===== config.mk =====
export PLATFORM = sky130hd
export DESIGN_NAME = shot_renderer
export DESIGN_NICKNAME = d
export VERILOG_FILES = /design/src/rtl/shot_renderer_pkg.sv /design/src/rtl/shot_renderer_physics.sv /design/src/rtl/shot_renderer.sv
export SDC_FILE = /design/constraint.sdc
export NUM_CORES = 1
export LEC_CHECK = 0
export BUFFER_PORTS_ARGS = -buffer_cell sky130_fd_sc_hd__buf_2
export CAP_MARGIN = 20
export CORE_AREA = 2 2 182 184
export DETAILED_ROUTE_END_ITERATION = 8
export DIE_AREA = 0 0 184 186
export HOLD_SLACK_MARGIN = 0.03
export MAX_ROUTING_LAYER = met4
export PLACE_DENSITY = 0.82
export SYNTH_ARGS = -nofsm -noshare
export SYNTH_HDL_FRONTEND = slang
export SYNTH_SLANG_ARGS = --single-unit

===== constraint.sdc =====
create_clock -name clk -period 9.4 [get_ports clk]
set_input_delay 0.94 -clock clk [delete_from_list [all_inputs] [get_ports clk]]
set_output_delay 0.94 -clock clk [all_outputs]
set_load 0.02 [all_outputs]

===== src/rtl/shot_renderer_pkg.sv =====
// Shared definitions for the shot renderer: 640x480 geometry, palette,
// state/result encodings and the Q.4 fixed-point helper.
package shot_renderer_pkg;

    localparam int HD        = 640;
    localparam int VD        = 480;
    localparam int FRAC_BITS = 4;

    localparam logic [11:0] COL_BLANK = 12'h000;
    localparam logic [11:0] COL_BALL  = 12'hF80;
    localparam logic [11:0] COL_MAKE  = 12'h0F0;
    localparam logic [11:0] COL_MISS  = 12'hF00;
    localparam logic [11:0] COL_RIM   = 12'hF40;
    localparam logic [11:0] COL_BOARD = 12'hFFF;
    localparam logic [11:0] COL_FLOOR = 12'h840;
    localparam logic [11:0] COL_BG    = 12'h037;
    localparam logic [11:0] COL_BAR   = 12'hFF0;

    typedef enum logic [1:0] {
        IDLE   = 2'd0,
        FLIGHT = 2'd1,
        RESULT = 2'd2
    } shot_state_t;

    typedef enum logic {
        MAKE = 1'b0,
        MISS = 1'b1
    } shot_result_t;

    // Integer pixel part of a signed Q11.4 value (floor towards -inf).
    function automatic logic signed [11:0] q4_int(input logic signed [15:0] v);
        return v[15:FRAC_BITS];
    endfunction

endpackage


===== src/rtl/shot_renderer_physics.sv =====
// ball_physics: shot state machine, Q11.4 position / Q.4 velocity,
// make/miss detection, result hold counter and saturating score.
module ball_physics
    import shot_renderer_pkg::*;
#(
    parameter int                 BALL_X0     = 80,
    parameter int                 BALL_Y0     = 400,
    parameter int                 BALL_R      = 6,
    parameter int                 GRAVITY     = 2,
    parameter int                 HOOP_X      = 520,
    parameter int                 HOOP_W      = 40,
    parameter int                 HOOP_Y      = 200,
    parameter int                 HOLD_FRAMES = 60,
    parameter logic signed [15:0] VY_MAX      = 16'sd1024
)
(
    input  logic                clk,
    input  logic                reset,
    input  logic                frame_tick,
    input  logic                shoot,
    input  logic [7:0]          vx_in,
    input  logic [7:0]          vy_in,
    output shot_state_t         state,
    output shot_result_t        result,
    output logic signed [11:0]  ball_xi,
    output logic signed [11:0]  ball_yi,
    output logic                busy,
    output logic                made,
    output logic [7:0]          score
);
    localparam logic signed [15:0] X0_Q      = 16'(BALL_X0 * (2 ** FRAC_BITS));
    localparam logic signed [15:0] Y0_Q      = 16'(BALL_Y0 * (2 ** FRAC_BITS));
    localparam logic signed [15:0] GRAV_Q    = 16'(GRAVITY);
    localparam logic signed [11:0] HOOP_Y_I  = 12'(HOOP_Y);
    localparam logic signed [11:0] HOOP_X0_I = 12'(HOOP_X);
    localparam logic signed [11:0] HOOP_X1_I = 12'(HOOP_X + HOOP_W - 1);
    localparam logic signed [11:0] FLOOR_I   = 12'(VD - BALL_R);
    localparam logic signed [11:0] RIGHT_I   = 12'(HD);
    localparam logic signed [11:0] TOP_I     = -12'sd512;
    localparam logic [7:0]         HOLD_LAST = 8'(HOLD_FRAMES - 1);

    shot_state_t         state_r;
    shot_result_t        result_r;
    logic signed [15:0]  x_r, y_r, vx_r, vy_r;
    logic [7:0]          hold_r, score_r;
    logic                made_r, busy_r;

    logic signed [15:0]  x_nx_s, y_nx_s, vy_sum_s, vy_nx_s;
    logic signed [11:0]  xi_nx_s, yi_nx_s, yi_old_s;
    logic                make_s, miss_s;

    // Candidate next-frame kinematics and the make/miss decisions they imply.
    always_comb begin
        x_nx_s   = x_r + vx_r;
        y_nx_s   = y_r + vy_r;
        vy_sum_s = vy_r + GRAV_Q;
        if (vy_sum_s > VY_MAX) begin
            vy_nx_s = VY_MAX;
        end else begin
            vy_nx_s = vy_sum_s;
        end
        xi_nx_s  = q4_int(x_nx_s);
        yi_nx_s  = q4_int(y_nx_s);
        yi_old_s = q4_int(y_r);
        make_s   = (yi_old_s < HOOP_Y_I) && (yi_nx_s >= HOOP_Y_I) && (vy_r > 16'sd0)
                && (xi_nx_s >= HOOP_X0_I) && (xi_nx_s <= HOOP_X1_I);
        miss_s   = (yi_nx_s >= FLOOR_I) || (xi_nx_s >= RIGHT_I)
                || (xi_nx_s < 12'sd0) || (yi_nx_s < TOP_I);
    end

    // Shot FSM; simulation state only moves on frame_tick, launch is immediate.
    always_ff @(posedge clk or posedge reset) begin
        if (reset) begin
            state_r  <= IDLE;
            result_r <= MISS;
            x_r      <= X0_Q;
            y_r      <= Y0_Q;
            vx_r     <= 16'sd0;
            vy_r     <= 16'sd0;
            hold_r   <= 8'd0;
            score_r  <= 8'd0;
            made_r   <= 1'b0;
            busy_r   <= 1'b0;
        end else begin
            made_r <= 1'b0;
            case (state_r)
                IDLE: begin
                    if (shoot) begin
                        vx_r    <= {{8{vx_in[7]}}, vx_in};
                        vy_r    <= {{8{vy_in[7]}}, vy_in};
                        state_r <= FLIGHT;
                        busy_r  <= 1'b1;
                    end
                end
                FLIGHT: begin
                    if (frame_tick) begin
                        x_r  <= x_nx_s;
                        y_r  <= y_nx_s;
                        vy_r <= vy_nx_s;
                        // A make takes precedence over a simultaneous miss.
                        if (make_s) begin
                            made_r   <= 1'b1;
                            result_r <= MAKE;
                            state_r  <= RESULT;
                            hold_r   <= 8'd0;
                            if (score_r != 8'hFF) begin
                                score_r <= score_r + 8'd1;
                            end
                        end else if (miss_s) begin
                            result_r <= MISS;
                            state_r  <= RESULT;
                            hold_r   <= 8'd0;
                        end
                    end
                end
                RESULT: begin
                    if (frame_tick) begin
                        if (hold_r == HOLD_LAST) begin
                            state_r <= IDLE;
                            busy_r  <= 1'b0;
                            hold_r  <= 8'd0;
                            x_r     <= X0_Q;
                            y_r     <= Y0_Q;
                            vx_r    <= 16'sd0;
                            vy_r    <= 16'sd0;
                        end else begin
                            hold_r <= hold_r + 8'd1;
                        end
                    end
                end
                default: begin
                    state_r <= IDLE;
                    busy_r  <= 1'b0;
                end
            endcase
        end
    end

    assign state   = state_r;
    assign result  = result_r;
    assign ball_xi = q4_int(x_r);
    assign ball_yi = q4_int(y_r);
    assign busy    = busy_r;
    assign made    = made_r;
    assign score   = score_r;

endmodule


===== src/rtl/shot_renderer.sv =====
// Shot renderer top: frame tick generation, pixel layering and registered RGB.
// Optional macro SCORE_BAR_EN adds a yellow score bar in the top-left corner.
module shot_renderer
    import shot_renderer_pkg::*;
#(
    parameter int                 BALL_X0     = 80,
    parameter int                 BALL_Y0     = 400,
    parameter int                 BALL_R      = 6,
    parameter int                 GRAVITY     = 2,
    parameter int                 HOOP_X      = 520,
    parameter int                 HOOP_W      = 40,
    parameter int                 HOOP_Y      = 200,
    parameter int                 HOLD_FRAMES = 60,
    parameter logic signed [15:0] VY_MAX      = 16'sd1024
)
(
    input  logic        clk,
    input  logic        reset,
    input  logic        video_on,
    input  logic [9:0]  pixel_x,
    input  logic [9:0]  pixel_y,
    input  logic        shoot,
    input  logic [7:0]  vx_in,
    input  logic [7:0]  vy_in,
    output logic [11:0] rgb,
    output logic        busy,
    output logic        made,
    output logic [7:0]  score
);
    localparam logic [9:0]         RIM_X0  = 10'(HOOP_X);
    localparam logic [9:0]         RIM_X1  = 10'(HOOP_X + HOOP_W - 1);
    localparam logic [9:0]         RIM_Y0  = 10'(HOOP_Y);
    localparam logic [9:0]         RIM_Y1  = 10'(HOOP_Y + 1);
    localparam logic [9:0]         BRD_X0  = 10'(HOOP_X + HOOP_W);
    localparam logic [9:0]         BRD_X1  = 10'(HOOP_X + HOOP_W + 3);
    localparam logic [9:0]         BRD_Y0  = 10'(HOOP_Y - 60);
    localparam logic [9:0]         BRD_Y1  = 10'(HOOP_Y + 10);
    localparam logic [9:0]         FLOOR_Y = 10'(VD - 10);
    localparam logic signed [12:0] R_S     = 13'(BALL_R);
    localparam logic signed [26:0] R2_S    = 27'(BALL_R * BALL_R);

    logic               frame_tick_r;
    shot_state_t        state_s;
    shot_result_t       result_s;
    logic signed [11:0] ball_xi_s, ball_yi_s;
    logic signed [12:0] dx_s, dy_s;
    logic signed [26:0] dx_w_s, dy_w_s, dist2_s;
    logic               ball_hit_s, rim_hit_s, board_hit_s, floor_hit_s;
    logic [11:0]        ball_col_s, pix_s, rgb_r;

    // Start-of-vblank detect; the only instant the simulation advances.
    always_ff @(posedge clk or posedge reset) begin
        if (reset) begin
            frame_tick_r <= 1'b0;
        end else begin
            frame_tick_r <= (pixel_x == 10'd0) && (pixel_y == 10'(VD));
        end
    end

    ball_physics #(
        .BALL_X0    (BALL_X0),
        .BALL_Y0    (BALL_Y0),
        .BALL_R     (BALL_R),
        .GRAVITY    (GRAVITY),
        .HOOP_X     (HOOP_X),
        .HOOP_W     (HOOP_W),
        .HOOP_Y     (HOOP_Y),
        .HOLD_FRAMES(HOLD_FRAMES),
        .VY_MAX     (VY_MAX)
    ) u_physics (
        .clk       (clk),
        .reset     (reset),
        .frame_tick(frame_tick_r),
        .shoot     (shoot),
        .vx_in     (vx_in),
        .vy_in     (vy_in),
        .state     (state_s),
        .result    (result_s),
        .ball_xi   (ball_xi_s),
        .ball_yi   (ball_yi_s),
        .busy      (busy),
        .made      (made),
        .score     (score)
    );

    // Geometry tests for the ball disc, rim, backboard and floor.
    always_comb begin
        dx_s        = $signed({3'b000, pixel_x}) - $signed({ball_xi_s[11], ball_xi_s});
        dy_s        = $signed({3'b000, pixel_y}) - $signed({ball_yi_s[11], ball_yi_s});
        dx_w_s      = {{14{dx_s[12]}}, dx_s};
        dy_w_s      = {{14{dy_s[12]}}, dy_s};
        dist2_s     = dx_w_s * dx_w_s + dy_w_s * dy_w_s;
        ball_hit_s  = (dx_s >= -R_S) && (dx_s <= R_S) && (dy_s >= -R_S) && (dy_s <= R_S)
                   && (dist2_s <= R2_S);
        rim_hit_s   = (pixel_y >= RIM_Y0) && (pixel_y <= RIM_Y1)
                   && (pixel_x >= RIM_X0) && (pixel_x <= RIM_X1);
        board_hit_s = (pixel_x >= BRD_X0) && (pixel_x <= BRD_X1)
                   && (pixel_y >= BRD_Y0) && (pixel_y <= BRD_Y1);
        floor_hit_s = (pixel_y >= FLOOR_Y);
        case (state_s)
            RESULT:  ball_col_s = (result_s == MAKE) ? COL_MAKE : COL_MISS;
            default: ball_col_s = COL_BALL;
        endcase
    end

`ifdef SCORE_BAR_EN
    localparam logic [7:0] BAR_MAX = 8'd150;

    logic [7:0]  bar_len_s;
    logic [10:0] bar_end_s;
    logic        bar_hit_s;

    // Score bar, four pixels per point, clamped so it stays on screen.
    always_comb begin
        if (score > BAR_MAX) begin
            bar_len_s = BAR_MAX;
        end else begin
            bar_len_s = score;
        end
        bar_end_s = 11'd8 + {1'b0, bar_len_s, 2'b00};
        bar_hit_s = (pixel_y >= 10'd8) && (pixel_y <= 10'd15)
                 && (pixel_x >= 10'd8) && ({1'b0, pixel_x} < bar_end_s);
    end
`endif

    // Layer priority: ball, rim, [score bar], backboard, floor, background.
    always_comb begin
        if (!video_on) begin
            pix_s = COL_BLANK;
        end else if (ball_hit_s) begin
            pix_s = ball_col_s;
        end else if (rim_hit_s) begin
            pix_s = COL_RIM;
`ifdef SCORE_BAR_EN
        end else if (bar_hit_s) begin
            pix_s = COL_BAR;
`endif
        end else if (board_hit_s) begin
            pix_s = COL_BOARD;
        end else if (floor_hit_s) begin
            pix_s = COL_FLOOR;
        end else begin
            pix_s = COL_BG;
        end
    end

    // Single output register keeps RGB aligned with the registered syncs.
    always_ff @(posedge clk or posedge reset) begin
        if (reset) begin
            rgb_r <= 12'h000;
        end else begin
            rgb_r <= pix_s;
        end
    end

    assign rgb = rgb_r;

endmodule


# After elaboration in Yosys (flattened, before gate mapping)
# Cells that the tools add are included.
# word_totals
reg_bits	98
in_bits	40
output_inout_bits	22
wordCells	134
# op_classes
addsub	8
multipliers	2
order_cmp	24
n_eq_ne	10
mux	45
bitwise	1
reduce_logical	32
# ops
operator	count
$mux W16	12
$pmux W16 S2	3
$mux W12	7
$mul A13 B13 Y26	2
$pmux W16 S3	1
$mux W8	5
$add A16 B16 Y16	2
$add A26 B26 Y27	1
$le A27 B7 Y1 const B	1
$ge A13 B4 Y1 const B	2
$le A13 B4 Y1 const B	2
$sub A11 B12 Y13	2
$ge A12 B11 Y1 const B	2
$ge A10 B10 Y1 const B	2
$ge A10 B8 Y1 const B	2
$le A10 B10 Y1 const B	2
$le A10 B8 Y1 const B	2
$reduce_and A4 Y1	5
$add A16 B3 Y16 const B	1
$add A8 B1 Y8 const B	2
$gt A16 B1 Y1 const B	1
$gt A16 B12 Y1 const B	1
$pmux W8 S2	1
$logic_and A1 B1 Y1	15
27 further kinds	46

# Longest topological paths before layout
# logic_depth
word_depth	9
mapped_depth	40
ltp_nobuf	39

# Hierarchy
# Synthesis repeated with hierarchy kept, for this count alone.
# hier_totals
cells_unflattened	2168
area_unflattened_um2	19670.1
# modules_own_cells
mod	instances	cells_each	area_per_inst_um2	seq_area_each_um2
shot_renderer	1	1538	13997.2	200.2
ball_physics	1	630	5672.9	1934.4

# Least setup slack after synthesis
# OpenSTA, ideal clock, no wires.
# synth_path
kind	input-to-reg
from	in pixel_x[0]
to	reg rgb_r[6], in the netlist rgb[6]
setup_time_ps	66
t_arrival_ps	10308
required_time_ps	9334
setup_slack_ps	-975
stages	36
path_buffers	2
cell_sequence	inv_1 ha_1 inv_1 fa_1 a211oi_1 o21a_1 o21ai_1 a31o_2 a21oi_2 nor2_1 nor2_1 clkinv_1 clkbuf_1 nor2_1 fa_1 fa_1 inv_1 fa_1 fa_1 fa_1 fa_1 fa_1 inv_1 ha_1 buf_2 inv_1 a22o_1 nor4b_1 o2111ai_1 nor4_1 nand4_1 a2111oi_2 nand4_1 a221oi_4 and3b_1 and3b_1
# synth_between
elab_chain_len	8
elab_cells_between_ends	23
classes_between	add/sub (2); mul (1); order compare (7); mux (4); reduce/logical (9)
# synth_lines
element	line	source
from (decl)	shot_renderer.sv:20	input logic [9:0] pixel_x,
parallel branches: the longest is 6 deep, another holds $add A26 B26 Y27	--	
$mux W12 *	shot_renderer.sv:130	end else if (ball_hit_s) begin
$mux W12 *	shot_renderer.sv:128	if (!video_on) begin
net pix_s[6]	shot_renderer.sv:49	logic [11:0] ball_col_s, pix_s, rgb_r;
to (signal assigned)	shot_renderer.sv:152	rgb_r <= pix_s;
to (decl)	shot_renderer.sv:49	
# Mark *: on every way through the listed nets, which the timed path passes.
# A chain may end at the register's enable or synchronous reset.

# Worst setup path in the final report
# layout_path
from	in pixel_x[0]
to	reg rgb_r[10], in the netlist rgb[10]
# The elaborated chain is that of the path after synthesis.

==> key figures <==
Drt
  – DR iter-0 viols: 1310
  – Vias per cell: 5.842
  – DRC viols: 0
  – Antenna Nets Post-Route: 0
  – DRT Pass-1 Iters: 5
  – WL final: about 55000 um
  – WL/cell: between 15 and 20 um
  – DR vias: between 15000 and 20000

Placement
  – Place WS: -0.9225 ns
  – Detailed Place HPWL: between 40000 and 50000 um
  – # port buffers: 61
  – Gpl congestion: 0.9800

Layout
  – Area delta synth->final: 21.53%
  – Layout cells sized above 1: 22.40%
  – Fin nets: 3029
  – Fillers: 2228
  – Antenna diodes: 0

Worst hold path
  – Hold crit path type: flip-flop to flip-flop
  – Hold path start: u_physics.score[5]

STA
  – Clk_skew: 0.009397 ns
  – Final Slew Violations: 0
  – Worst Max-Slew Pin Slew: 1.072 ns
  – RSZ-0062 raised after global routing: yes
  – Setup violations, final: 7
  – Fmax: about 100 MHz
  – Slew headroom: 28.50%
  – Final Worst Setup Slack: -0.3338 ns
  – Final hold vios: 0
  – Final Cycle Share: 103.6%
  – Fin crit period: 9.734 ns

Synth
  – Register area share after synthesis: between 10% and 20%
  – Main area contributors after synthesis: fa_1 (37%), ha_1 (11%), dfrtp_1 (10%)
  – Syn Nets: 2695
  – Post-synth top cells: inv_1 (481), fa_1 (352), nor2_1 (178)
  – Syn Inst Count: around 2100
  – Dominant cell type by area after synthesis: fa_1
  – Most common cell in the netlist: inv_1
  – Syn_area_per_cell: 8.969 sq um
  – Post-synth EDFFs: 0
  – Netlist cell types: 90
  – Syn Std Cell Area: approximately 19000 sq um
  – Yosys reg bits: 85
  – Synth warn: 0
  – Synth top area share: 36.82%
  – Post-synthesis async set-or-reset flop share: 100.0%
  – Most used DFF post-synth: dfrtp_1

Critical path
  – Crit path arrival time: between 9 and 10 ns
  – Worst path slowest cell: fa_2
  – Critical path capture point type: flip-flop
  – Crit path launch: pixel_x[0]
  – CP max stage delay: 0.54 ns
  – Startpoint types: primary input
  – CP required: 9.63 ns
  – Critical path type: primary input to flip-flop
  – FF-to-FF Start: u_physics.x_r[4]
  – CP max FO: 5

GRT
  – Largest net degree at the start of global routing: 86
  – Grt ovf: 0
  – First-pass GRT wire length: 86390 um
  – Initial antenna violation count: 0
  – GRT Total Usage: 33.48%
  – Vias in the first global route: 17850

Flow run
  – Max-cap violations: 0

Clock tree
  – H-tree Lvls: 3
  – CTS Sinks: 85
  – Clk Latency, worst-skew pair: 0.35 ns
  – CTS tree: done
  – Worst-path clk slew: 0.07 ns
  – Total clock buffers created by CTS: 9
  – CTS root buf: clkbuf_16
  – Clock buffer depth: 2
  – Hold_buf cts: 0

Outcome
  – Failing checks: setup timing
  – Status: finished, violations left

Floorplan
  – Die width: 184 um
  – Core Rows: 66
  – Initial Util: 59.43%
  – IO Count: 62
  – Chip Height: 186 um
  – Die area: about 34000 sq um
  – Core ar.: between 30000 and 40000 sq um
repair_timing:
| action | CTS | global route |
|---|---|---|
| resized for setup | 82 | 69 |
| pin swaps | 65 | 69 |
| buffers inserted | 25 | 15 |
| gates cloned | 1 | 0 |
| setup endpoints to repair | 7 | 7 |
worst max-delay path: cells and delay by family:
kind	cells	cell delay (ns)
buffers and inverters	10	1.12
and+or+nand+nor	8	1.36
adders and majority gates	10	4.23
AOI/OAI and AO/OA	11	2.28
cells in the final DEF, fill, tap and decap left out, types with 14 or more instances in the layout:
cell / count
inv_1: 460
fa_1: 327
buf_4: 291
nand2_1: 164
nor2_1: 154
ha_1: 153
dfrtp_1: 79
o21ai_0: 66
a21oi_1: 63
buf_2: 60
xnor2_1: 44
xor2_1: 29
a21o_1: 28
nand3_1: 27
nor3_1: 26
fa_2: 25
and3_1: 24
o21a_1: 22
inv_2: 21
a211oi_1: 20
nand4_1: 20
nand2b_1: 16
nor4_1: 14
flip-flops by register name (all words and copies together), names as in the netlist, 2 cells and up:
name and cells:
u_physics.vy_r 16, u_physics.x_r 16, u_physics.y_r 16, u_physics.hold_r 8
u_physics.score 8, u_physics.vx_r 8, rgb 7, u_physics.state 2
per-layer routing:
| metal | global-route usage [%] | share of wire, % | up-vias |
|---|---|---|---|
| met1 | 38.09 | 36 | 8290 |
| li1 | - | - | 7503 |
| met5 | - | 0 | - |
| met3 | 3.796 | 6.9 | 232 |
| met2 | 57.25 | 51 | 806 |
| met4 | 20.29 | 6.5 | 0 |
through the flow:
| stage | area (sq um) | TNS (ns) | cells | hold WS [ns] | util (%) |
|---|---|---|---|---|---|
| 6_report | 23260 | -1.811 | 2881 | 0.4990 | 72.23 |
| 5_1_grt | 23260 | -3.471 | 2881 | 0.5219 | 72.23 |
| 4_1_cts | 22850 | -0.8641 | 2864 | 0.4946 | 70.96 |
| 3_5_place_dp | 21970 | -5.773 | 2822 | 0.4814 | 68.23 |
| 3_3_place_gp | 21970 | -3.723 | 2822 | 0.4667 | 68.23 |
| 2_1_floorplan | 19290 | -0.2249 | 2134 | 0.4538 | - |
final cells by class:
type,instances,area [sq um],share of cell area (%)
multi-input combinational,1507,15580,66.97
timing repair inverter,1,6.256,0.02689
tap,408,510.5,2.194
inverter,490,1862,8.003
clock inverter,5,106.4,0.4572
timing repair buffer,374,2830,12.17
sequential,85,2135,9.176
clock buffer,11,232.7,1.000
cell families (layout without fill, tap and decap cells):
family                     count (synthesis)  count (layout)  synth area share (%)
AOI/OAI and AO/OA                        353             353                 12.62
other                                      1               1               0.01959
buffers and inverters                    542             881                 10.77
and+or+nand+nor                          538             538                 13.11
DFF                                       85              85                 11.15
adders and majority gates                521             521                 47.86
xor gates and xnor gates                  79              79                 3.654
muxes                                     15              15                0.8171
worst paths after layout:
path                                      end  depth (start not counted)  slack, ns
max                                   rgb[10]                         39      -0.33
min                        u_physics.score[5]                          1       0.50
max reg2reg                           rgb[10]                         37      -0.05
min reg2reg                u_physics.score[5]                          1       0.50
max in group asynchronous   u_physics.y_r[11]                          4       8.03
min in group asynchronous   u_physics.vx_r[4]                          3       0.70
Power is not shown: default switching activity piles up to over one toggle a cycle in this logic, so the estimate is an artifact.
